==> config.mk <==
export PLATFORM = sky130hd
export DESIGN_NAME = rob_circ
export DESIGN_NICKNAME = d
export VERILOG_FILES = /design/src/rtl/rob_circ.sv
export SDC_FILE = /design/constraint.sdc
export NUM_CORES = 1
export LEC_CHECK = 0
export CAP_MARGIN = 15
export CORE_ASPECT_RATIO = 1.25
export CORE_MARGIN = 2
export CORE_UTILIZATION = 45
export CTS_BUF_LIST = sky130_fd_sc_hd__clkbuf_4
export DETAILED_ROUTE_END_ITERATION = 7
export GPL_TIMING_DRIVEN = 0
export PLACE_DENSITY_LB_ADDON = 0.1
export SLEW_MARGIN = 5
export SYNTH_ARGS = -nofsm -noshare
export SYNTH_HDL_FRONTEND = slang
export SYNTH_SLANG_ARGS = --single-unit
==> constraint.sdc <==
create_clock -name clk -period 8.95 [get_ports clk]
set_input_delay 1.79 -clock clk [delete_from_list [all_inputs] [get_ports clk]]
set_output_delay 1.79 -clock clk [all_outputs]
set_load 0.1 [all_outputs]
==> src/rtl/rob_circ.sv <==
`default_nettype none
// +--------------------------------------------------------------------------+
// | Module   : rob_circ                                                      |
// | Purpose  : Circular reorder buffer. Entries are allocated in order at    |
// |            tail, completed out of order by CDB writebacks and retired    |
// |            in order from head (register write, store handshake, silent   |
// |            retire or mispredict flush).                                  |
// | Options  : ROB_CDB_BYPASS_EN - a CDB write to the head entry makes it    |
// |            committable in the same cycle.                                |
// | Revision : 1.0 - initial release                                         |
// +--------------------------------------------------------------------------+
module rob_circ #(
  parameter int DEPTH  = 8,
  parameter int DATA_W = 64,
  parameter int OP_W   = 6,
  localparam int TAG_W = $clog2(DEPTH)
) (
  input  logic              clk,
  input  logic              rst,
  input  logic              alloc_valid,
  output logic              alloc_ready,
  input  logic [OP_W-1:0]   alloc_op,
  input  logic [DATA_W-1:0] alloc_dst,
  input  logic [1:0]        alloc_dst_type,
  output logic [TAG_W-1:0]  alloc_tag,
  input  logic              cdb_valid,
  input  logic [TAG_W-1:0]  cdb_tag,
  input  logic [DATA_W-1:0] cdb_data,
  input  logic              cdb_mispredict,
  output logic              commit_reg_valid,
  output logic              commit_store_valid,
  input  logic              store_ready,
  output logic [DATA_W-1:0] commit_dst,
  output logic [DATA_W-1:0] commit_data,
  output logic              flush,
  output logic [TAG_W:0]    count,
  output logic              empty,
  output logic              full
);

  localparam logic [1:0]   c_TYPE_REG   = 2'd1;
  localparam logic [1:0]   c_TYPE_STORE = 2'd2;
  localparam logic [TAG_W:0] c_FULL     = (TAG_W+1)'(DEPTH);

  // Entry payload (no reset needed: only observed while the entry is occupied)
  logic [OP_W-1:0]   r_op   [DEPTH];
  logic [DATA_W-1:0] r_dst  [DEPTH];
  logic [1:0]        r_type [DEPTH];
  logic [DATA_W-1:0] r_val  [DEPTH];
  // Entry status flags
  logic [DEPTH-1:0]  r_occ;
  logic [DEPTH-1:0]  r_rdy;
  logic [DEPTH-1:0]  r_misp;

  logic [TAG_W-1:0]  r_head;
  logic [TAG_W-1:0]  r_tail;
  logic [TAG_W:0]    r_count;

  logic              w_alloc;
  logic              w_cdb_wr;
  logic              w_byp;
  logic              w_head_rdy;
  logic              w_head_misp;
  logic [DATA_W-1:0] w_head_val;
  logic              w_head_silent;
  logic              w_retire;
  logic              w_unused_op;

  assign full        = (r_count == c_FULL);
  assign empty       = (r_count == '0);
  assign count       = r_count;
  assign alloc_ready = !full;
  assign alloc_tag   = r_tail;

  assign w_alloc  = alloc_valid && !full;
  assign w_cdb_wr = cdb_valid && r_occ[cdb_tag];

`ifdef ROB_CDB_BYPASS_EN
  assign w_byp = cdb_valid && (cdb_tag == r_head) && r_occ[r_head];
`else
  assign w_byp = 1'b0;
`endif

  // Head commit decode: purely combinational from head state (plus bypass)
  assign w_head_rdy    = r_occ[r_head] && (r_rdy[r_head] || w_byp);
  assign w_head_misp   = w_byp ? cdb_mispredict : r_misp[r_head];
  assign w_head_val    = w_byp ? cdb_data : r_val[r_head];
  assign w_head_silent = w_head_rdy && (r_type[r_head] != c_TYPE_REG)
                         && (r_type[r_head] != c_TYPE_STORE);

  assign commit_reg_valid   = w_head_rdy && (r_type[r_head] == c_TYPE_REG);
  assign commit_store_valid = w_head_rdy && (r_type[r_head] == c_TYPE_STORE);
  assign flush              = w_head_silent && w_head_misp;
  assign commit_dst         = w_head_rdy ? r_dst[r_head] : '0;
  assign commit_data        = w_head_rdy ? w_head_val : '0;

  // Mispredict flags on register/store entries do not flush; only
  // type none/reserved entries carry branch outcomes.
  assign w_retire = commit_reg_valid
                    || (commit_store_valid && store_ready)
                    || (w_head_silent && !w_head_misp);

  // Opcode is carried for debug visibility only
  assign w_unused_op = ^r_op[r_head];

  // Payload capture on allocation and CDB writeback
  always_ff @(posedge clk) begin
    if (w_alloc) begin
      r_op[r_tail]   <= alloc_op;
      r_dst[r_tail]  <= alloc_dst;
      r_type[r_tail] <= alloc_dst_type;
    end
    if (w_cdb_wr) begin
      r_val[cdb_tag] <= cdb_data;
    end
  end

  // Pointers, occupancy and status flags; flush overrides everything else
  always_ff @(posedge clk or posedge rst) begin
    if (rst) begin
      r_head  <= '0;
      r_tail  <= '0;
      r_count <= '0;
      r_occ   <= '0;
      r_rdy   <= '0;
      r_misp  <= '0;
    end else if (flush) begin
      r_head  <= '0;
      r_tail  <= '0;
      r_count <= '0;
      r_occ   <= '0;
      r_rdy   <= '0;
      r_misp  <= '0;
    end else begin
      if (w_retire) begin
        r_occ[r_head] <= 1'b0;
        r_head        <= r_head + TAG_W'(1);
      end
      if (w_cdb_wr) begin
        r_rdy[cdb_tag]  <= 1'b1;
        r_misp[cdb_tag] <= cdb_mispredict;
      end
      if (w_alloc) begin
        r_occ[r_tail]  <= 1'b1;
        r_rdy[r_tail]  <= 1'b0;
        r_misp[r_tail] <= 1'b0;
        r_tail         <= r_tail + TAG_W'(1);
      end
      if (w_alloc && !w_retire) begin
        r_count <= r_count + (TAG_W+1)'(1);
      end else if (!w_alloc && w_retire) begin
        r_count <= r_count - (TAG_W+1)'(1);
      end
    end
  end

endmodule
`default_nettype wire

After elaboration in Yosys (flattened, before gate mapping) --
Memory sizes are Yosys's and may differ from the RTL's. Index checks and enable logic that the tools add are counted.
Word-level totals: bits in registers 34, memory bits (writable) 1040, input bits 145, output and inout bits 141, logic and storage cells 96, memories 3
Memories:
- r_dst | words 8, width 64, read ports 1, clocked after Yosys merged registers in 0, wr ports 1, line 47 | logic [DATA_W-1:0] r_dst [DEPTH];
- r_val | words 8, width 64, read ports 1, clocked after Yosys merged registers in 0, wr ports 1, line 49 | logic [DATA_W-1:0] r_val [DEPTH];
- r_type | words 8, width 2, read ports 1, clocked after Yosys merged registers in 0, wr ports 1, line 48 | logic [1:0] r_type [DEPTH];
Operators by class: $add $sub $neg 4, $lt $le $gt $ge 6, eq/ne operators 5, multiplexer cells 40, bitwise logic cells 7, reduce and logical (&&, ||, !) cells 25
Operators by type and width (count):
- two-way mux 64 bit | 2
- two-way mux 8 bit | 12
- AND 8 bit | 3
- inverter 8 bit | 2
- OR 8 bit | 2
- logical AND 1 bit | 15
- binary-select mux 1 bit (select 3 bit) | 4
- less-than comparator 3 x 4 -> 1 bit, second input constant | 3
- two-way mux 3 bit | 4
- two-way mux 4 bit | 3
- two-way mux 1 bit | 11
- demux 1 bit (select 3 bit) | 3
- >= comparator 3 x 1 -> 1 bit, second input constant | 3
- bitwise mux 8 bit | 1
- adder 3 x 1 -> 3 bit, second input constant | 2
- adder 4 x 1 -> 4 bit, second input constant | 1
- == test 4 bit, second input constant | 1
- zero test 1 bit | 4
- zero test 4 bit | 1
- nonzero test 2 bit | 2
- subtractor 4 x 1 -> 4 bit, second input constant | 1
- nonzero test 3 bit | 1
- == test 2 x 1 -> 1 bit, second input constant | 1
- == test 2 bit, second input constant | 1
- 3 further kinds | 4

Depth between registers and ports, before layout --
Gate-level depths: netlist (run 1).
depth after elaboration 12, gate-level depth with buffers 14, gate-level depth less buffers 12

Worst setup path before layout (run 1) --
OpenSTA, ideal clock, no wires.
path kind input port to flip-flop, from in alloc_valid, to reg r_occ[0], library setup time 103 ps, arrival time 9100 ps, required time 8847 ps, path slack -253 ps, stages 4, path buffers 0, cell sequence nand2_1 nor4_1 o21ai_0 a21oi_1
On the way: longest elaborated chain between the ends 3
RTL lines:
- start: declaration | line 20 | input logic alloc_valid,
- logical AND 1 bit | line 75 | assign w_alloc = alloc_valid && !full;
- two-way mux 8 bit | line 143 | if (w_alloc) begin
- two-way mux 8 bit | line 127 | end else if (flush) begin
- end signal: assignment | line 124 | r_occ <= '0;
- end signal: assignment | line 131 | r_occ <= '0;
- end signal: indexed assignment | line 144 | r_occ[r_tail] <= 1'b1;
- end: declaration | line 51 | logic [DEPTH-1:0] r_occ;
No other way between the ends. A chain may end at the register's enable or synchronous reset.

Worst setup path in the final report (run 1) --
from reg r_head[2], to out commit_data[20]
On the way: longest elaborated chain between the ends 4, elaborated cells between the ends (all ways) 7, classes of those cells mux: 5; reduce/logical: 1; memory: 1
RTL lines:
- start: declaration | line 55 | logic [TAG_W-1:0] r_head;
- start signal: assignment | line 137 | r_head <= r_head + TAG_W'(1);
- binary-select mux 1 bit (select 3 bit) | line 85 | assign w_head_rdy = r_occ[r_head] && (r_rdy[r_head] || w_byp);
- two-way mux 1 bit (not written as such) | line 85
- logical AND 1 bit | line 85
- two-way mux 64 bit (*) | line 95 | assign commit_data = w_head_rdy ? w_head_val : '0;
- end: declaration | line 34 | output logic [DATA_W-1:0] commit_data,
Every way passes the cells marked *; elsewhere a longest branch is shown, timed or not. The select of a mux whose other input is x is not followed.

==> results.md, run 1 <==
- Outcome: complete, no violations
- DIE AREA: 88400 um2
- Largest family of logic cells by synthesized area: compound AO/OA/AOI/OAI gates
- Initial antenna violation count: 30
- Util after Layout: 0.555
- Peak Freq: 126 MHz
- Share of flip-flops with an asynchronous set or reset: 0.0317
- CP required: 7.16 ns
- Die width: 266 um
- Clock Skews: 0.0807 ns
- Post-route cell area: 47400 um2
- GRT overflow: 0
- Hold Crit Start: r_rdy[4]
- Mean Syn Cell Area: 17.8 um2
- Total number of vias: 24700
- Core area: 85400 um2
- # IOs: 286
- Die H: 332 um
- Routability cong.: 0.792
- Yosys top cell by area: edfxtp_1
- Hold Path Depth: 1
- Largest net degree at the start of global routing: 48
- Post-DR vias/cell: 6.05
- Post-route insts no fill: 4081
- CP Capture Type: primary output
- Post-route ant nets: 0
- # hold bufs at CTS: 0
- Hold Fails Final Rpt: 0
- Fin nets: 2958
- Fin crit period: 7.92 ns
- Leak Pwr: 0.0157 uW
- RSZ-0062 raised after global routing: false
- Max Slew Vio Count: 0
- Routed WL per cell: 31.4 um
- Worst-Skew Late Latency: 1.11 ns
- Yosys reg bits: 1074
- Cells after DPL: 3622
- Post-synthesis sequential area ratio: 0.829
- Clock buffer depth: 4
- DP HPWL: 82.3 mm
- Mapped cell area: 38700 um2
- Mux cell area share after synthesis: 0.0122
- Crit share post-route: 0.885
- Clk slew on worst S/H paths: 0.06 ns
- Top sig layer: met5
- Launch point of the worst reg-to-reg path: r_head[1]
- Hold Path Class: register to register
- WHS Endpoint: r_rdy[4]
- Commonest non-fill, non-tap cell in the layout: edfxtp_1
- Initial DRC Count: 2598
- Most frequent cells in the layout: edfxtp_1 (1040), o22ai_1 (513), clkbuf_4 (382)
- Initial Utilization: 0.453
- Reg2Reg Setup Slack: 5.29 ns
- XOR/XNOR Fraction of Synth Area: 0.00113
- Cts bufs inserted: 280
- Max transition margin: 0.164
- First-pass GRT wire length: 178 mm
- Worst Tran Pin Value: 1.25 ns
- Reg2reg path depth: 13
- Post-synthesis simple-gate area fraction: 0.0505
- Wire length on met2: 63.1 mm
- Clock tree sinks: 1074
- GR Util All Layers: 0.289
- Synth Warn #: 0
- Cells resized by post-CTS repair: 0
- Post-Synthesis Cells: 2169
- Dominant cells by area after synthesis: edfxtp_1 (81%), o22ai_1 (8.3%), or4_1 (2.5%), dfrtp_1 (2.2%), nor2_1 (1.5%)
- Post-synthesis adder-cell area fraction: 0.00181
- Compound-Gate Fraction of Synth Area: 0.0891
- Placed cell area: 44100 um2
- Site Rows: 120
- Post-synth cell types: 52
- Area grow syn2layout: 22.5%
- PwrDens: 389 nW/um2
- WHS: 0.548 ns
- Routed wl met3: 11.8 mm
- H-tree levels: 5
- Critical Path AT: 6.13 ns
- M1 WL: 48.8 mm
- R2R Path End: count[3]
- Final setup fails: 0
- Initial DRT Pass Iterations: 5
- Startpoint types: register
- Total routed wirelength: 128 mm
- Share of layout cells above drive strength 1: 0.188
- Syn_nets: 2319
- Post-synth EDFFs: 1040
- Setup TNS: 0 ns
- Root Driver: clkbuf_4
- CTS tree: yes
- Worst IR Drop VDD: 0.426 mV
- Top-area cell type share of the netlist area: 0.807
- Ys flop type: edfxtp_1
- Number of port buffers: 277
- Post-CTS setup buffers: 0
- Crit Path Max Fanout: 10
- Number of remaining DRC errors: 0
- Max-cap violations: 0
- CP Class: register to primary output
- Vias in the first global route: 25000
-- cell usage after synthesis (4+ instances only) --
master	instances
or3_1	4
a21oi_1	13
nand2b_1	8
ha_1	4
mux4_2	8
nand2_1	22
o21ai_0	9
buf_2	35
nor2_1	157
dfrtp_1	34
mux2i_1	19
clkbuf_1	75
inv_1	9
buf_1	22
nor3_1	19
or4_1	128
o22ai_1	513
edfxtp_1	1040
-- how the worst max path moves through the flow --
| stage | endpoint | slack, ns | cells past startpoint | startpoint |
|---|---|---|---|---|
| 4_1_cts | commit_data[52] | 1.04 | 9 | r_head[2] |
| 3_5_place_dp | commit_data[52] | 2.24 | 9 | r_head[2] |
| 2_1_floorplan | r_misp[0] | 0.69 | 7 | cdb_tag[2] |
| 6_report | commit_data[20] | 1.03 | 9 | r_head[2] |
| 5_1_grt | commit_data[20] | 0.93 | 9 | r_head[2] |
| 3_3_place_gp | r_occ[1] | -5.01 | 7 | alloc_valid |
-- cell type report --
| cell class | instances | area (um2) |
|---|---|---|
| well taps | 1098 | 1370 |
| fillers | 6921 | 38000 |
| clock buffers | 382 | 2870 |
| plain buffers | 137 | 598 |
| inverters | 10 | 45.0 |
| multi-input cells | 948 | 6080 |
| clock inverters | 61 | 335 |
| repair buffers | 357 | 3970 |
| flip-flops and latches | 1074 | 32100 |
| diodes | 14 | 35.0 |
-- stage by stage --
| step | total power (uW) | worst slack [ns] |
|---|---|---|
| finish | 18500 | 1.03 |
| global placement | 14500 | -5.01 |
| detailed placement | 14600 | 2.24 |
| floorplan | 11600 | 0.693 |
| global route | 19100 | 0.926 |
| CTS | 18500 | 1.04 |
-- flip-flops by register name (all words and copies together) (netlist names) --
name       flops
alloc_tag      3
count          4
r_dst        512
r_head         3
r_misp         8
r_occ          8
r_rdy          8
r_type        16
r_val        512
-- kinds of logic (layout without fill, tap and decap cells) --
logic type      count (synthesis)  count (layout)
flops                        1074            1074
compound gates                548             548
simple gates                  358             358
buf+inv                       147             947
mux                            32              32
fa+ha+maj                       5               5
xor+xnor                        5               5
other cells                     0              14
-- where the power goes --
part	leakage [uW]	switching [uW]	internal, uW
Sequential	0.00984	173	6050
Combinational	0.00397	6310	1950
Clock	0.00192	1900	2070
Total	0.0157	8390	10100
-- worst max-delay path, cell delays in order (launching register included) --
cell	delay (ns)
dfrtp_1	0.44
buf_2	0.25
buf_2	0.23
nand2_1	0.12
clkbuf_1	0.92
clkbuf_1	0.98
o22ai_1	0.18
or4_1	0.50
nor2_1	0.26
clkdlybuf4s50_1	1.20
-- routing by layer --
metal	vias up	track usage
li1	10500	-
met1	12600	0.362
met2	1350	0.470
met3	264	0.0850
met4	32	0.119
met5	-	0
Power figures use the tool's default switching activity.
==> run 2: changes to the inputs <==
--- a/config.mk
+++ b/config.mk
@@ -7,11 +7,10 @@
 export LEC_CHECK = 0
 export CAP_MARGIN = 15
 export CORE_ASPECT_RATIO = 1.25
-export CORE_MARGIN = 2
+export CORE_MARGIN = 3
 export CORE_UTILIZATION = 45
 export CTS_BUF_LIST = sky130_fd_sc_hd__clkbuf_4
 export DETAILED_ROUTE_END_ITERATION = 7
-export GPL_TIMING_DRIVEN = 0
 export PLACE_DENSITY_LB_ADDON = 0.1
 export SLEW_MARGIN = 5
 export SYNTH_ARGS = -nofsm -noshare
==> results.md, run 2 (same netlist as run 1, synthesis figures left out) <==
- Max-cap violations: 0
- Cells resized by post-CTS repair: 0
- Fin crit period: 7.40 ns
- Clock Skews: 0.0638 ns
- Peak Freq: 135 MHz
- # hold bufs at CTS: 0
- Hold Fails Final Rpt: 0
- Number of remaining DRC errors: 0
- Critical Path AT: 5.61 ns
- CP most frequent cell: buf_4
- Total routed wirelength: 104 mm
- Commonest non-fill, non-tap cell in the layout: edfxtp_1
- Initial DRT Pass Iterations: 5
- Outcome: complete, no violations
- Most frequent cells in the layout: edfxtp_1 (1040), o22ai_1 (513), clkbuf_4 (392)
- Total number of vias: 22900
- WHS: 0.540 ns
- Placed cell area: 42900 um2
- Reg2reg path depth: 13
- Initial DRC Count: 1640
- Crit share post-route: 0.827
- Delay-heaviest family, CP: buffers and inverters
- Max Slew Vio Count: 0
- Reg2Reg Setup Slack: 5.06 ns
- Clock tree sinks: 1074
- WP depth: 8
- Startpoint types: register
- Number of port buffers: 279
- Post-route cell area: 46100 um2
- CTS tree: yes
- Largest regs: r_dst: 512 flops, r_val: 512 flops, r_type: 16 flops
- GRT overflow: 0
- # IOs: 286
- Clock buffer depth: 4
- Area grow syn2layout: 19.2%
- Worst-Skew Late Latency: 1.09 ns
- Crit-path cells: buf_4 -> nand3b_1 -> buf_4 -> buf_4 -> o22ai_1 -> or4_1 -> nor2_1 -> clkdlybuf4s50_1
- Max transition margin: 0.224
- Root Driver: clkbuf_4
- Initial antenna violation count: 22
- CP Class: register to primary output
- Cts bufs inserted: 280
- H-tree levels: 5
- Final setup fails: 0
- Setup TNS: 0 ns
- WHS Endpoint: r_rdy[4]
- CP required: 7.16 ns
- Post-CTS setup buffers: 0
- DP HPWL: 52.2 mm
- Launch point of the worst reg-to-reg path: r_head[2]
- Fin nets: 2795
- Routability cong.: 0.747
- RSZ-0062 raised after global routing: false
- Post-route ant nets: 0
- DIE AREA: 89600 um2
- R2R Path End: count[3]
- Clk slew on worst S/H paths: 0.07 ns
- CP peak stage delay: 1.21 ns
- Crit Path Max Fanout: 41
- Worst Path Buf+Inv: 4
- Site Rows: 119
- Die width: 268 um
- Share of layout cells above drive strength 1: 0.177
- Largest net degree at the start of global routing: 110
- Hold Path Class: register to register
- Die H: 334 um
- Core area: 84700 um2
- PwrDens: 379 nW/um2
- Hold Crit Start: r_rdy[4]
- GR Util All Layers: 0.232
- First-pass GRT wire length: 152 mm
- Slowest cell on crit path: clkdlybuf4s50_1
- CP Capture Type: primary output
- Vias in the first global route: 24400
- Post-DR vias/cell: 5.84
- Hold Path Depth: 1
- Initial Utilization: 0.457
- Worst IR Drop VDD: 0.338 mV
- Leak Pwr: 0.0152 uW
- Routed WL per cell: 26.5 um
- Worst Tran Pin Value: 1.16 ns
run 2: area by class of cell:
cell class	instances	area [um2]
fill	6811	38600
timing repair buffer	331	3230
inverter	10	41.3
multi-input combinational	948	6160
clock buffer	392	2940
tap	1089	1360
clock inverter	56	264
antenna	18	45.0
sequential	1074	32100
run 2: stage by stage:
stage / instances / setup WS (ns) / total power [uW] / utilization
global route: 3908 / 1.26 / 18300 / 0.544
CTS: 3900 / 1.35 / 17700 / 0.544
finish: 3918 / 1.55 / 17500 / 0.545
global placement: 3452 / 2.54 / 13800 / 0.506
detailed placement: 3452 / 2.52 / 13800 / 0.506
floorplan: 2169 / 0.693 / 11600 / -
run 2: power breakdown:
| part | internal [uW] | switching (uW) | total [uW] | leakage (uW) |
|---|---|---|---|---|
| Sequential | 6060 | 185 | 6240 | 0.00984 |
| Combinational | 1790 | 5590 | 7370 | 0.00343 |
| Clock | 2050 | 1810 | 3870 | 0.00193 |
| Total | 9900 | 7590 | 17500 | 0.0152 |
run 2: worst max-delay path by stage:
stage,startpoint,endpoint
after floorplan,cdb_tag[2],r_misp[0]
after global placement,r_head[0],commit_data[52]
after detailed placement,r_head[0],commit_data[52]
after CTS,r_head[0],commit_data[52]
after global routing,r_head[2],commit_dst[0]
final,r_head[2],commit_dst[0]
run 2: routing by layer:
metal / track usage / wire, um / vias up
met2: 0.394 / 52400 / 791
li1: - / - / 10200
met5: 0 / 112 / -
met1: 0.280 / 41600 / 11700
met3: 0.0709 / 7540 / 159
met4: 0.0800 / 2220 / 16
run 2: worst register-to-register path, cell delays in order, from the launching register on:
cell and delay (ns):
dfrtp_1 0.82, buf_4 0.35, mux4_2 0.53, nand2b_1 0.12
a21oi_2 0.08, o22ai_2 0.39, o21ai_0 0.23, ha_1 0.33
a21o_1 0.18, a21oi_1 0.21, nand2_1 0.09, a211oi_1 0.23
a21oi_1 0.09, mux2i_1 0.13
==> run 3: changes to the inputs <==
==> constraint.sdc (replaced) <==
create_clock -name clk -period 7.3 [get_ports clk]
set_input_delay 1.46 -clock clk [delete_from_list [all_inputs] [get_ports clk]]
set_output_delay 1.46 -clock clk [all_outputs]
set_load 0.1 [all_outputs]
==> results.md, run 3 (same netlist as run 1, synthesis figures left out) <==
- Outcome: complete, no violations
- Max Slew Vio Count: 0
- Largest net degree at the start of global routing: 78
- Routed WL per cell: 26.6 um
- Hold Fails Final Rpt: 0
- CP peak stage delay: 1.16 ns
- CP Class: register to primary output
- Util after Layout: 0.545
- Total routed wirelength: 104 mm
- Delay-heaviest family, CP: simple AND/OR/NAND/NOR gates
- CTS tree: yes
- Core area: 84700 um2
- Clock buffer depth: 4
- Post-CTS setup buffers: 0
- Leak Pwr: 0.0154 uW
- Root Driver: clkbuf_4
- Largest regs: r_dst: 512 flops, r_val: 512 flops, r_type: 16 flops
- Initial antenna violation count: 24
- Site Rows: 119
- Post-route ant nets: 0
- Final setup fails: 0
- # IOs: 286
- DIE AREA: 89600 um2
- CP required: 5.84 ns
- First-pass GRT wire length: 153 mm
- Worst IR Drop VDD: 0.387 mV
- # hold bufs at CTS: 0
- Initial DRT Pass Iterations: 5
- Commonest non-fill, non-tap cell in the layout: edfxtp_1
- Startpoint types: register
- Clk slew on worst S/H paths: 0.07 ns
- Routability cong.: 0.743
- Total number of vias: 22800
- Number of remaining DRC errors: 0
- Setup TNS: 0 ns
- Initial Utilization: 0.457
- Hold Path Class: register to register
- Max-cap violations: 0
- Initial DRC Count: 1537
- Clock Skews: 0.100 ns
- Clock tree sinks: 1074
- H-tree levels: 5
- Crit share post-route: 0.940
- DP HPWL: 53.8 mm
- Die width: 268 um
- RSZ-0062 raised after global routing: false
- Fin crit period: 6.86 ns
- Most frequent cells in the layout: edfxtp_1 (1040), o22ai_1 (513), clkbuf_4 (382)
- Share of layout cells above drive strength 1: 0.207
- Post-DR vias/cell: 5.82
- Worst-Skew Late Latency: 1.10 ns
- PwrDens: 464 nW/um2
- Cells resized by post-CTS repair: 0
- Area grow syn2layout: 19.4%
- Worst Path Buf+Inv: 2
- GRT overflow: 0
- Max transition margin: 0.317
- Crit-path cells: nor2b_1 -> nand2b_4 -> buf_4 -> o22ai_1 -> or4_1 -> nor2_1 -> clkdlybuf4s50_1
- Vias in the first global route: 24400
- Peak Freq: 146 MHz
- Cts bufs inserted: 279
- Die H: 334 um
- Number of port buffers: 279
- CP Capture Type: primary output
- Fin nets: 2808
- Worst Tran Pin Value: 1.02 ns
- Critical Path AT: 5.40 ns
- GR Util All Layers: 0.233
- Crit Path Max Fanout: 38
- Slowest cell on crit path: clkdlybuf4s50_1
[run 3: changes by cell type in the layout (fill, tap and decap cells not counted), moves of 5 or more]
| cell | before | now |
|---|---|---|
| clkbuf_4 | 392 | 382 |
| buf_4 | 48 | 121 |
| clkdlybuf4s50_1 | 279 | 206 |
| clkinv_2 | 4 | 9 |
| buf_12 | 4 | 17 |
| clkinv_1 | 48 | 33 |
[run 3: layout make-up]
class / count / area (um2)
inverters: 10 / 41.3
fillers: 6825 / 38500
clock inverters: 49 / 275
flip-flops and latches: 1074 / 32100
clock buffers: 382 / 2870
well taps: 1089 / 1360
multi-input cells: 948 / 6200
repair buffers: 345 / 3340
diodes: 17 / 42.5
[run 3: worst paths after layout]
| check | depth (start not counted) | slack [ns] | end | start |
|---|---|---|---|---|
| worst max register to register | 12 | 3.18 | count[3] | r_head[1] |
| min in group asynchronous | 3 | 0.85 | r_occ[2] | rst |
| worst min-delay path | 2 | 0.55 | r_rdy[0] | r_rdy[0] |
| max in group asynchronous | 3 | 6.10 | r_rdy[1] | rst |
| worst max-delay path | 7 | 0.44 | commit_dst[4] | r_head[1] |
| worst min register to register | 2 | 0.55 | r_rdy[0] | r_rdy[0] |
[run 3: metal layers]
metal	global-route usage	vias up	share of wire
li1	-	10200	-
met4	0.0912	14	0.022
met2	0.388	803	0.50
met1	0.285	11600	0.40
met5	0	-	0.00096
met3	0.0688	166	0.075
[run 3: power by group]
group          switching, uW  total, uW  internal, uW
clock                   2220       4720          2490
sequential               242       7660          7420
combinational           6860       9040          2180
[run 3: per-stage QoR]
step / instances / worst slack [ns] / hold WS [ns] / power (uW) / instance area, um2
global route: 3907 / 0.0906 / 0.582 / 22400 / 46200
floorplan: 2169 / 1.01 / 0.497 / 14200 / 38700
global placement: 3465 / 1.43 / 0.538 / 16900 / 43000
CTS: 3896 / 0.233 / 0.550 / 21700 / 46100
detailed placement: 3465 / 1.46 / 0.536 / 16900 / 43000
finish: 3914 / 0.438 / 0.553 / 21400 / 46200
[run 3: worst min-delay path: stages (launching register included)]
cell,delay (ns)
dfrtp_1,0.34
nor2_1,0.05
nor3_1,0.12
==> RTL edit: new RTL, settings of run 1 <==
Set the parameter `DEPTH` to 16 (it was 8).
--- a/src/rtl/rob_circ.sv
+++ b/src/rtl/rob_circ.sv
@@ -11,5 +11,5 @@
 // +--------------------------------------------------------------------------+
 module rob_circ #(
-  parameter int DEPTH  = 8,
+  parameter int DEPTH  = 16,
   parameter int DATA_W = 64,
   parameter int OP_W   = 6,
Interface: changed (resized alloc_tag, cdb_tag and count); port bits go from 286 to 289. The function was not compared with the original's and may differ.
==> RTL edit against run 1 <==
  * Die area rose by 110%
  * Final area rose by 100%
  * Synthesized area rose by 110%
  * Wire length rose by 68%
  * Sequential cell count rose by 1067
  * Power rose by 72%
  * Synthesized cell count rose by 57%
  * Setup slack got worse by 0.42 ns
  * Register-to-register slack got worse by 0.75 ns
  * Critical path type unchanged
  * Largest power group is now registers
==> RTL edit: results (changes against run 1) <==
INFO  metric regArea = 64000 µm² (+99%)
INFO  metric buffer_ports.inserted = 282 (+1.8%)
INFO  metric clkbuf_count = 804 (+110%)
INFO  metric grt_use_met2 = 37.6% (-9.4 points)
INFO  metric routabilityCongestion = 0.793 (about the same)
INFO  metric synth_sequential_area_ratio = 77.7% (-5.2 points)
INFO  metric tritoncts_num_sinks = 2141 (+99%)
INFO  metric grt_use_met3 = 7.35% (-1.1 points)
INFO  metric routed-wl-met3 = 18.4 mm (+56%)
INFO  metric timing.clock.skew = 0.0729 ns (-0.00779 ns)
INFO  metric dr_total_vias = 40.4k (+64%)
INFO  metric post-dp-hpwl = 123 mm (+49%)
INFO  metric tritoncts.num_buffers = 566 (+100%)
INFO  metric cellInternalPower = 20.2 mW (+100%)
INFO  metric place_worst_setup_slack = 1.76 ns (-0.482 ns)
INFO  metric n_all_inverters = 25 (+15)
INFO  metric syn-instance-count = 3413 (+57%)
INFO  metric routed_wire_length_per_instance = 30.5 µm (-2.8%)
INFO  metric fin_cells = 7057 (+73%)
INFO  metric power.static_leakage = 30.7 nW (+95%)
INFO  metric postSynthNetCount = 3572 (+54%)
INFO  metric ir_worst_vdd = 0.294 mV (-31%)
INFO  metric maximum_number_of_pins_on_one_net_before_global_route_repair = 62 (+29%)
INFO  metric outcome = complete, no violations
INFO  metric fraction_of_final_layout_cells_with_drive_strength_greater_than_1 = 36.2% (+17 points)
INFO  metric multi_input_gate_share_of_the_layout_cell_area = 18.2% (+5.4 points)
INFO  metric mappedNetlistArea = 82400 µm² (+110%)
INFO  metric non_clock_buffer_count = 532 (+7.7%)
INFO  metric drt-met1-wl = 86.5 mm (+77%)
INFO  metric ctsHtreeMaxLevel = 6 (+1)
INFO  metric grt_util_met1 = 30.1% (-6.1 points)
INFO  metric area_share_clock_buf_inv = 6.80% (+0.039 points)
INFO  metric cpPeakStageDelay = 1.13 ns (-0.07 ns)
INFO  metric comb.multi_input.count = 1060 (+12%)
-- RTL edit: cell count changes after synthesis, moves of 16 or more --
cell and change:
sky130_fd_sc_hd__nand2_1 +20, sky130_fd_sc_hd__mux4_2 +646, sky130_fd_sc_hd__clkbuf_1 +38, sky130_fd_sc_hd__buf_1 -20, sky130_fd_sc_hd__o22ai_1 -511, sky130_fd_sc_hd__edfxtp_1 +1040
sky130_fd_sc_hd__nor2_1 -123, sky130_fd_sc_hd__and3_1 +19, sky130_fd_sc_hd__o22a_1 +16, sky130_fd_sc_hd__buf_2 +26, sky130_fd_sc_hd__or4_1 -128, sky130_fd_sc_hd__nor2b_1 +132
sky130_fd_sc_hd__dfrtp_1 +27
-- RTL edit: power by group through the flow --
stage	clock network [mW]	registers [mW]	logic, mW
2_1_floorplan	0	12.2	8.07
3_3_place_gp	0	12.2	11.8
3_5_place_dp	0	12.1	11.9
4_1_cts	8.26	11.9	12.0
5_1_grt	8.77	11.9	12.4
6_report	8.01	11.9	11.8
-- RTL edit: final timing paths --
path	from	endpoint	slack [ns]	depth (start not counted)
min in group asynchronous	rst	alloc_tag[2]	1.15	2
min reg2reg	r_rdy[5]	r_rdy[5]	0.54	2
max	r_head[0]	commit_dst[62]	0.61	9
max reg2reg	r_head[0]	count[3]	4.54	17
max in group asynchronous	rst	r_occ[11]	7.18	2
min	r_rdy[5]	r_rdy[5]	0.54	2
-- RTL edit: logic make-up after synthesis --
group | synth area share [%]
compound gates | 0.708
buf+inv | 1.13
mux | 18.2
flops | 77.7
fa+ha+maj | 0.207
simple gates | 2.06
xor+xnor | 0.0638
